==> src/rtl/cpu6_skid_buf.sv <==
// Two-entry elastic pipeline register between cpu6 stages; i_ready is taken
// straight from the skid-valid flop so no combinational path runs from o_ready.
module cpu6_skid_buf #(
    parameter int unsigned DW = 32
) (
    input  logic          clk,
    input  logic          rst,
    input  logic          flush,
    input  logic          i_valid,
    output logic          i_ready,
    input  logic [DW-1:0] i_data,
    output logic          o_valid,
    input  logic          o_ready,
    output logic [DW-1:0] o_data,
    output logic [1:0]    o_count
);

    // Encoding is {main valid, skid valid}; (0,1) is unreachable.
    typedef enum logic [1:0] {
        EMPTY = 2'b00,
        BUSY  = 2'b10,
        FULL  = 2'b11
    } state_t;

    state_t        state_q, state_d;
    logic [DW-1:0] main_q;
    logic [DW-1:0] skid_q;
    logic          in_acc, out_acc;
    logic          ld_main_in, ld_main_skid, ld_skid;

    assign o_valid = state_q[1];
    assign i_ready = ~state_q[0];
    assign o_data  = main_q;
    assign in_acc  = i_valid & i_ready;
    assign out_acc = o_valid & o_ready;

    always_comb begin
        state_d      = state_q;
        ld_main_in   = 1'b0;
        ld_main_skid = 1'b0;
        ld_skid      = 1'b0;
        case (state_q)
            EMPTY: begin
                if (in_acc) begin
                    state_d    = BUSY;
                    ld_main_in = 1'b1;
                end
            end
            BUSY: begin
                if (in_acc && out_acc) begin
                    ld_main_in = 1'b1;
                end else if (in_acc) begin
                    state_d = FULL;
                    ld_skid = 1'b1;
                end else if (out_acc) begin
                    state_d = EMPTY;
                end
            end
            FULL: begin
                if (out_acc) begin
                    state_d      = BUSY;
                    ld_main_skid = 1'b1;
                end
            end
            default: state_d = EMPTY;
        endcase
        // Flush drops everything; a same-cycle output accept has already completed.
        if (flush) begin
            state_d      = EMPTY;
            ld_main_in   = 1'b0;
            ld_main_skid = 1'b0;
            ld_skid      = 1'b0;
        end
    end

    always_ff @(posedge clk or posedge rst) begin
        if (rst) begin
            state_q <= EMPTY;
        end else begin
            state_q <= state_d;
        end
    end

    always_ff @(posedge clk or posedge rst) begin
        if (rst) begin
            main_q <= '0;
        end else if (ld_main_in) begin
            main_q <= i_data;
        end else if (ld_main_skid) begin
            main_q <= skid_q;
        end
    end

    always_ff @(posedge clk) begin
        if (ld_skid) begin
            skid_q <= i_data;
        end
    end

    always_comb begin
        case (state_q)
            BUSY:    o_count = 2'd1;
            FULL:    o_count = 2'd2;
            default: o_count = 2'd0;
        endcase
    end

endmodule

==> config.mk <==
export PLATFORM = sky130hd
export DESIGN_NAME = cpu6_skid_buf
export DESIGN_NICKNAME = d
export VERILOG_FILES = /design/src/rtl/cpu6_skid_buf.sv
export SDC_FILE = /design/constraint.sdc
export NUM_CORES = 1
export LEC_CHECK = 0
export BUFFER_PORTS_ARGS = -buffer_cell sky130_fd_sc_hd__buf_2
export CAP_MARGIN = 20
export CORE_ASPECT_RATIO = 1.25
export CORE_MARGIN = 2
export CORE_UTILIZATION = 51
export CTS_BUF_LIST = sky130_fd_sc_hd__clkbuf_8
export DETAILED_ROUTE_END_ITERATION = 12
export PLACE_DENSITY_LB_ADDON = 0.1
export SYNTH_ARGS = -nofsm -noshare
export SYNTH_HDL_FRONTEND = slang
export SYNTH_SLANG_ARGS = --single-unit
export TNS_END_PERCENT = 30
==> constraint.sdc <==
create_clock -name clk -period 3.1 [get_ports clk]
set_clock_uncertainty 0.15 [all_clocks]
set_input_delay 0.31 -clock clk [delete_from_list [all_inputs] [get_ports clk]]
set_output_delay 0.31 -clock clk [all_outputs]
set_load 0.03 [all_outputs]
### Word-level counts from Yosys, hierarchy flattened

Index checks and enable logic that the tools add are counted.

* flip-flop bits (word level): 66
* output and inout port bits: 36
* logic and storage cells: 36

* equality and inequality tests: 6
* muxes and demuxes: 20
* bitwise operators: 3
* reductions and logical operators: 4

Operators with widths (count)
* $mux W32: 2
* $mux W2: 6
* $mux W1: 9
* $ne A3 B3 Y1 const B: 3
* $pmux W2 S3: 1
* $eq A2 B2 Y1 const B: 2
* $ne A4 B4 Y1 const B: 1
* $pmux W2 S2: 1
* $reduce_and A4 Y1: 1
* $and A1 B1 Y1: 2
* $logic_not A2 Y1: 1
* $pmux W1 S2: 1
* $reduce_bool A2 Y1: 1
* $logic_and A1 B1 Y1: 1
* $not A1 Y1: 1

### Logic depth before layout (Yosys ltp)

Gate-level depths: netlist of the first run.

* depth after elaboration: 7
* gate-level depth with buffers: 7
* gate-level depth less buffers: 6

### Worst setup path after synthesis of the first run

No wires, ideal clock.

* path kind: register to register
* from: register state_q[0]
* to: register skid_q[0], enable pin
* data arrival time: 2386 ps
* required time: 2529 ps
* slack: 143 ps
* cell stages (with the launch flop): 5
* cell sequence: dfrtp_1 -> inv_1 -> ha_1 -> nand2b_1 -> nor2_1

* word-level cells in the longest chain between the ends: 6
* elaborated cells between the ends (all ways): 8

RTL lines
* start: declaration: RTL line 25 `state_t state_q, state_d;`
* start signal: assignment: RTL line 80 `state_q <= state_d;`
* $not A1 Y1 (*): RTL line 32 `assign i_ready = ~state_q[0];`
* named net i_ready: RTL line 10 `output logic i_ready,`
* $and A1 B1 Y1 (*): RTL line 34 `assign in_acc = i_valid & i_ready;`
* $mux W1 / $logic_and A1 B1 Y1 (equally long branches): RTL line 52, 50
* $mux W1 (*): RTL line 50 `if (in_acc && out_acc) begin`
* $mux W1 (*): RTL line 42 `case (state_q)`
* $mux W1 (*): RTL line 68 `if (flush) begin`
* named net ld_skid: RTL line 29 `logic ld_main_in, ld_main_skid, ld_skid;`
* end signal: assignment: RTL line 96 `skid_q <= i_data;`
* end: declaration: RTL line 27 `logic [DW-1:0] skid_q;`

The timed path passes the listed nets; every way through them passes the cells marked *.
A chain may end at the register's enable or synchronous reset.

### Final worst setup path of the first run

* from: register state_q[0]
* to: register main_q[15] (netlist: o_data[15])

* word-level cells in the longest chain between the ends: 7
* elaborated cells between the ends (all ways): 14

RTL lines
* $not A1 Y1: RTL line 32
* $and A1 B1 Y1: RTL line 34
* $logic_and A1 B1 Y1: RTL line 50
* $mux W1: RTL line 50
* $pmux W1 S2: RTL line 42
* $mux W1: RTL line 68
* $mux W32 / $reduce_bool A2 Y1 (equally long branches)
* end signal: assignment: RTL line 88 `main_q <= i_data;`
* end signal: assignment: RTL line 90 `main_q <= skid_q;`
* end: declaration: RTL line 26 `logic [DW-1:0] main_q;`

Several ways; a longest one is shown, not always the timed one.

==> key figures, run 1 <==
Timing
  • Pin slew with the least headroom to its limit: 0.8037 ns
  • RSZ-0062 raised after global routing: false
  • Setup TNS: 0 ns
  • Fin Hold WS: 0.01975 ns
  • Max Fclk: 0.4786 GHz
  • Min Tclk post-route: 2.090 ns
  • Final worst path period share: 0.6740
  • Final setup vio count: 0
  • Final-report max-slew violation count: 0
  • Slew headroom: 0.4636
  • Final Hold Vio Count: 0

Detailed routing
  • Via count: 1,738
  • DRT iter0 DRCs: 119
  • WL/cell: 14.47 microns
  • Drt first pass iters: 4
  • # DRC: 0
  • Vias per cell: 4.952
  • Post-DRT Antenna Nets: 0
  • Final WL: 5080 microns

Hold path
  • Classification of the worst-slack hold path: input port to flop

Clock network
  • Clock sinks: 66
  • CTS Buf Count: 9
  • CTS tree: done
  • Worst-Skew Late Latency: 0.33 ns
  • CTS Buffer Depth: 2
  • Postcts setup bufs: 0
  • Clock transition at the registers of the reported paths: 0.07 ns
  • H-Tree Level Count: 3
  • CTS Root Buffer Type: clkbuf_8

Synthesis
  • Yosys reg bits: 66
  • Synth Area in Adders: 0.02304
  • Yosys top cell area share: 0.3539
  • Ys Warns: 0
  • Synth Area in Compound Gates: 0.07327
  • Sequential area share after synthesis: 0.6673
  • Commonest cells in the netlist: nand2_1, dfrtp_1, mux2i_1, edfxtp_1, o21ai_0
  • Area leader, netlist: edfxtp_1
  • Synth top area cells: edfxtp_1, dfrtp_1, mux2i_1, o21ai_0, nand2_1
  • Synth unique cells: 23
  • Synth async-reset ratio: 0.5152
  • Post-Syn Nets: 239
  • EDFF count, synth: 32
  • Simple-Gate Fraction of Synth Area: 0.07419
  • Post-synthesis mux area share: 0.1217
  • Count leader, synth: nand2_1
  • Top FF cell, synth: dfrtp_1
  • Synth Instances: 197
  • Syn avg cell area: 13.78 sq um
  • Mapped cell area: 2715 sq um
  • Largest family of logic cells by synthesized area: multiplexers
  • XOR/XNOR Fraction of Synth Area: 0.003226

Run status
  • Status: finished clean

Finish
  • Syn-to-layout area delta: 24.29%
  • Final nets: 326
  • Final Util: 0.6596
  • # diodes: 0
  • Share of cells above drive strength 1: 0.3253

Floorplanning
  • Die W: 69.26 microns
  • Die H: 85.58 microns
  • Core footprint: 5116 sq um
  • Overall die area: 5927 sq um
  • Rows: 29
  • Initial Util: 0.5307
  • I/O pin count: 73

Global route
  • All-Layer GR Usage: 0.1790
  • First-pass GRT wire length: 8079 microns
  • Maximum number of pins on one net before global-route repair: 65
  • Number of global-route vias before repair: 1,733
  • Initial antenna violation count: 0
  • GRT Residual Overflow: 0

Setup path
  • Worst-path maximum fanout: 64
  • Critical Path Sink Type: flop
  • CP arrival: 2.12 ns
  • Crit Path Category: flop to flop
  • Startpoint type of the worst setup path: flop
  • CP required: 3.13 ns

Power and ir drop
  • Peak supply drop: 483.9 uV
  • Leak: 1.659 nW
  • Power Density: 885.7 nW/um^2

Job
  • Max Cap Viol: 0

Placed design
  • IO Port Bufs: 72
  • HPWL after detailed placement: 3280 microns
  • Routability cong.: 0.8059
[worst max-delay path: stages, from the launching register on]
cell and delay [ns]:
dfrtp_1 0.42, inv_1 0.15, ha_1 0.20, a31oi_1 0.13, nor3_4 0.17, buf_4 0.49, o21ai_0 0.21
[per-stage QoR]
step / cell area (sq um) / setup WS (ns) / total power, W / cells
floorplan: 2715 / 0.1435 / 0.002074 / 197
global placement: 3113 / 1.106 / 0.002369 / 326
detailed placement: 3113 / 1.022 / 0.002398 / 326
CTS: 3304 / 1.033 / 0.003016 / 344
global route: 3374 / 0.8149 / 0.003165 / 351
finish: 3374 / 1.010 / 0.002989 / 351
[cell usage in the layout, fill, tap and decap left out, types with 2 or more instances in the layout]
cell type	n
clkbuf_8	10
ha_1	5
edfxtp_1	32
o21ai_1	3
inv_1	4
clkinv_2	3
o21ai_0	29
nand3b_1	2
buf_4	3
buf_2	72
clkinvlp_4	2
dlygate4sd3_1	9
dfrtp_1	34
mux2i_1	33
nand2_1	35
[path summary, 6_finish.rpt]
kind	slack, ns	cells after the start	to	start
setup / recovery	1.01	6	o_data[15]	state_q[0]
hold / removal	0.02	1	skid_q[24]	i_data[24]
setup reg to reg	1.01	6	o_data[15]	state_q[0]
hold reg to reg	0.38	2	o_data[5]	skid_q[5]
max in group asynchronous	1.56	4	o_data[13]	rst
min in group asynchronous	0.52	3	o_data[25]	rst
[flip-flops by register name, summed over array words and instances (netlist names)]
signal / count
skid_q: 32
o_data: 32
state_q: 2
[timing repair]
action,in CTS,in global routing
hold buffers,2,7
gates resized for setup,0,0
endpoints found under the setup margin,0,0
hold endpoints to repair,20,7
[logic make-up after synthesis]
group                      Yosys count
muxes                               33
buffers and inverters               12
and+or+nand+nor                     43
AOI/OAI and AO/OA                   37
DFF                                 66
xor gates and xnor gates             1
adders and majority gates            5
[per-layer routing]
layer  vias up  track usage  share of wire
met4         0      0.07487          0.011
met5         -            0              0
li1        883            -              -
met1       797       0.2196           0.43
met2        53       0.2955           0.51
met3         5      0.05640          0.051
[where the power goes]
part           switching (W)  internal, W
sequential          0.000124      0.00116
combinational       0.000753     0.000340
clock               0.000309     0.000304
total                0.00119      0.00180
[area by class of cell]
cell class,count,area (sq um)
fillers,416,1742
clock buffers,10,137.6
repair buffers,85,493.0
well taps,62,77.57
clock inverters,6,33.78
multi-input cells,119,809.5
inverters,3,11.26
flip-flops and latches,66,1812
Power figures use the tool's default switching activity.
==> run 2, diff against run 1 <==
--- a/config.mk
+++ b/config.mk
@@ -9,7 +9,7 @@
 export CAP_MARGIN = 20
 export CORE_ASPECT_RATIO = 1.25
 export CORE_MARGIN = 2
-export CORE_UTILIZATION = 51
+export CORE_UTILIZATION = 49
 export CTS_BUF_LIST = sky130_fd_sc_hd__clkbuf_8
 export DETAILED_ROUTE_END_ITERATION = 12
 export PLACE_DENSITY_LB_ADDON = 0.1
==> constraint.sdc (replaced) <==
create_clock -name clk -period 1.9 [get_ports clk]
set_clock_uncertainty 0.15 [all_clocks]
set_input_delay 0.19 -clock clk [delete_from_list [all_inputs] [get_ports clk]]
set_output_delay 0.19 -clock clk [all_outputs]
set_load 0.03 [all_outputs]
==> key figures, run 2 (synthesis results as in run 1) <==
Timing
  • Min Tclk post-route: 1.739 ns
  • RSZ-0062 raised after global routing: false
  • Final worst path period share: 0.9154
  • Final-report max-slew violation count: 0
  • Final setup vio count: 0
  • Slew headroom: 0.6903
  • Max Fclk: 0.5750 GHz
  • Final Hold Vio Count: 0
  • Pin slew with the least headroom to its limit: 0.4645 ns
  • Setup TNS: 0 ns

Setup path
  • WP buf/inv: 1
  • Worst-path maximum fanout: 16
  • Critical Path Max Stage Delay: 0.47 ns
  • Slowest stage cell, crit path: dfrtp_2
  • Critical Path Sink Type: flop
  • Top delay family on crit path: flip-flops
  • R2R Path Start: state_q[1]
  • Crit path cell chain: ha_1, nand4b_2, buf_12, mux2i_1, o21ai_0
  • R2R Path End: o_data[13]
  • Crit Path Category: flop to flop
  • R2R setup slack: 0.16 ns
  • Reg2reg path depth: 5
  • CP required: 1.97 ns
  • CP arrival: 1.81 ns
  • Startpoint type of the worst setup path: flop

Power and ir drop
  • Leak: 1.807 nW
  • Peak supply drop: 871.1 uV
  • Power Total: 0.005114 W
  • Power Density: 1370 nW/um^2

Floorplanning
  • Rows: 30
  • Initial Util: 0.5023
  • Overall die area: 6156 sq um
  • I/O pin count: 73
  • Die H: 87.23 microns
  • Core footprint: 5405 sq um
  • Die W: 70.58 microns

Placed design
  • IO Port Bufs: 72
  • HPWL after detailed placement: 3321 microns
  • Routability cong.: 0.7815

Job
  • Max Cap Viol: 0

Global route
  • Number of global-route vias before repair: 1,906
  • First-pass GRT wire length: 8880 microns
  • Maximum number of pins on one net before global-route repair: 35
  • GRT Residual Overflow: 0
  • Initial antenna violation count: 0
  • All-Layer GR Usage: 0.1909

Clock network
  • Clock sinks: 66
  • CTS tree: done
  • Worst-Skew Late Latency: 0.33 ns
  • CTS Buf Count: 9
  • H-Tree Level Count: 3
  • CTS Buffer Depth: 2
  • CTS Root Buffer Type: clkbuf_8
  • Postcts setup bufs: 0
  • Resize count post-CTS: 0
  • Clock transition at the registers of the reported paths: 0.07 ns

Detailed routing
  • Vias per cell: 4.858
  • DRT iter0 DRCs: 122
  • Post-DRT Antenna Nets: 0
  • # DRC: 0
  • Via count: 1,846
  • WL/cell: 14.27 microns
  • Drt first pass iters: 4
  • Final WL: 5424 microns

Hold path
  • Classification of the worst-slack hold path: input port to flop
  • Hold worst-path end: state_q[1]
  • Min-delay src: flush
  • WHS Path Cells: 3

Finish
  • Area of the multi-input gates: 819.5 sq um
  • Share of cells above drive strength 1: 0.3228
  • Storage element area: 1813 sq um
  • # diodes: 0
  • Final nets: 354
  • Most common cell after layout, fill and taps aside: buf_2
  • Syn-to-layout area delta: 37.47%
  • Most frequent cells in the layout: buf_2, nand2_1, mux2i_1, dlygate4sd3_1, dfrtp_1
  • Fill cell count: 426

Run status
  • Status: finished clean
==> run 2: repair_timing <==
| action | 4_1_cts | 5_1_grt |
|---|---|---|
| hold buffers | 33 | 0 |
| hold endpoints to repair | 98 | 0 |
| endpoints found under the setup margin | 0 | 9 |
==> run 2: worst max-delay path by stage <==
stage / depth (start not counted) / startpoint / slack (ns) / to
5_1_grt: 7 / state_q[0] / 0.003 / o_data[12]
6_report: 5 / state_q[1] / 0.16 / o_data[13]
4_1_cts: 6 / state_q[0] / 0.10 / o_data[12]
3_3_place_gp: 6 / state_q[0] / 0.17 / o_data[1]
3_5_place_dp: 6 / state_q[0] / 0.11 / o_data[12]
2_1_floorplan: 4 / state_q[0] / 0.02 / skid_q[0]
==> run 2: power breakdown <==
group / switching, W / total, W / internal (W) / leakage [nW]
combinational: 0.00126 / 0.00189 / 0.000634 / 0.999
sequential: 0.000199 / 0.00209 / 0.00189 / 0.714
clock: 0.000506 / 0.00113 / 0.000629 / 0.0941
==> run 2: layer usage <==
layer	GRT usage	up-vias	share of wire
li1	-	932	-
met1	0.2260	861	0.43
met2	0.3250	46	0.50
met3	0.07407	7	0.055
met4	0.05660	0	0.014
met5	0	-	0
==> run 2: through the flow <==
step	utilization	hold WS, ns	cell area, sq um	setup WS [ns]	instances
6_report	0.6905	0.06782	3732	0.1608	380
5_1_grt	0.6905	0.09027	3732	0.002568	380
3_3_place_gp	0.5938	0.1735	3209	0.1719	332
2_1_floorplan	-	0.1389	2736	0.01582	197
4_1_cts	0.6905	0.06041	3732	0.1046	380
3_5_place_dp	0.5938	0.1802	3209	0.1082	332
==> run 2: cell type report <==
type | count | share of cell area
clock buffers | 10 | 0.03688
clock inverters | 5 | 0.01475
inverters | 3 | 0.003688
multi-input cells | 119 | 0.2196
flip-flops and latches | 66 | 0.4858
well taps | 64 | 0.02145
repair buffers | 113 | 0.2179
==> run 2: worst reg2reg max path, cell delays in order (launching register included) <==
cell and delay, ns:
dfrtp_2 0.47, ha_1 0.26, nand4b_2 0.18, buf_12 0.20, mux2i_1 0.27, o21ai_0 0.11
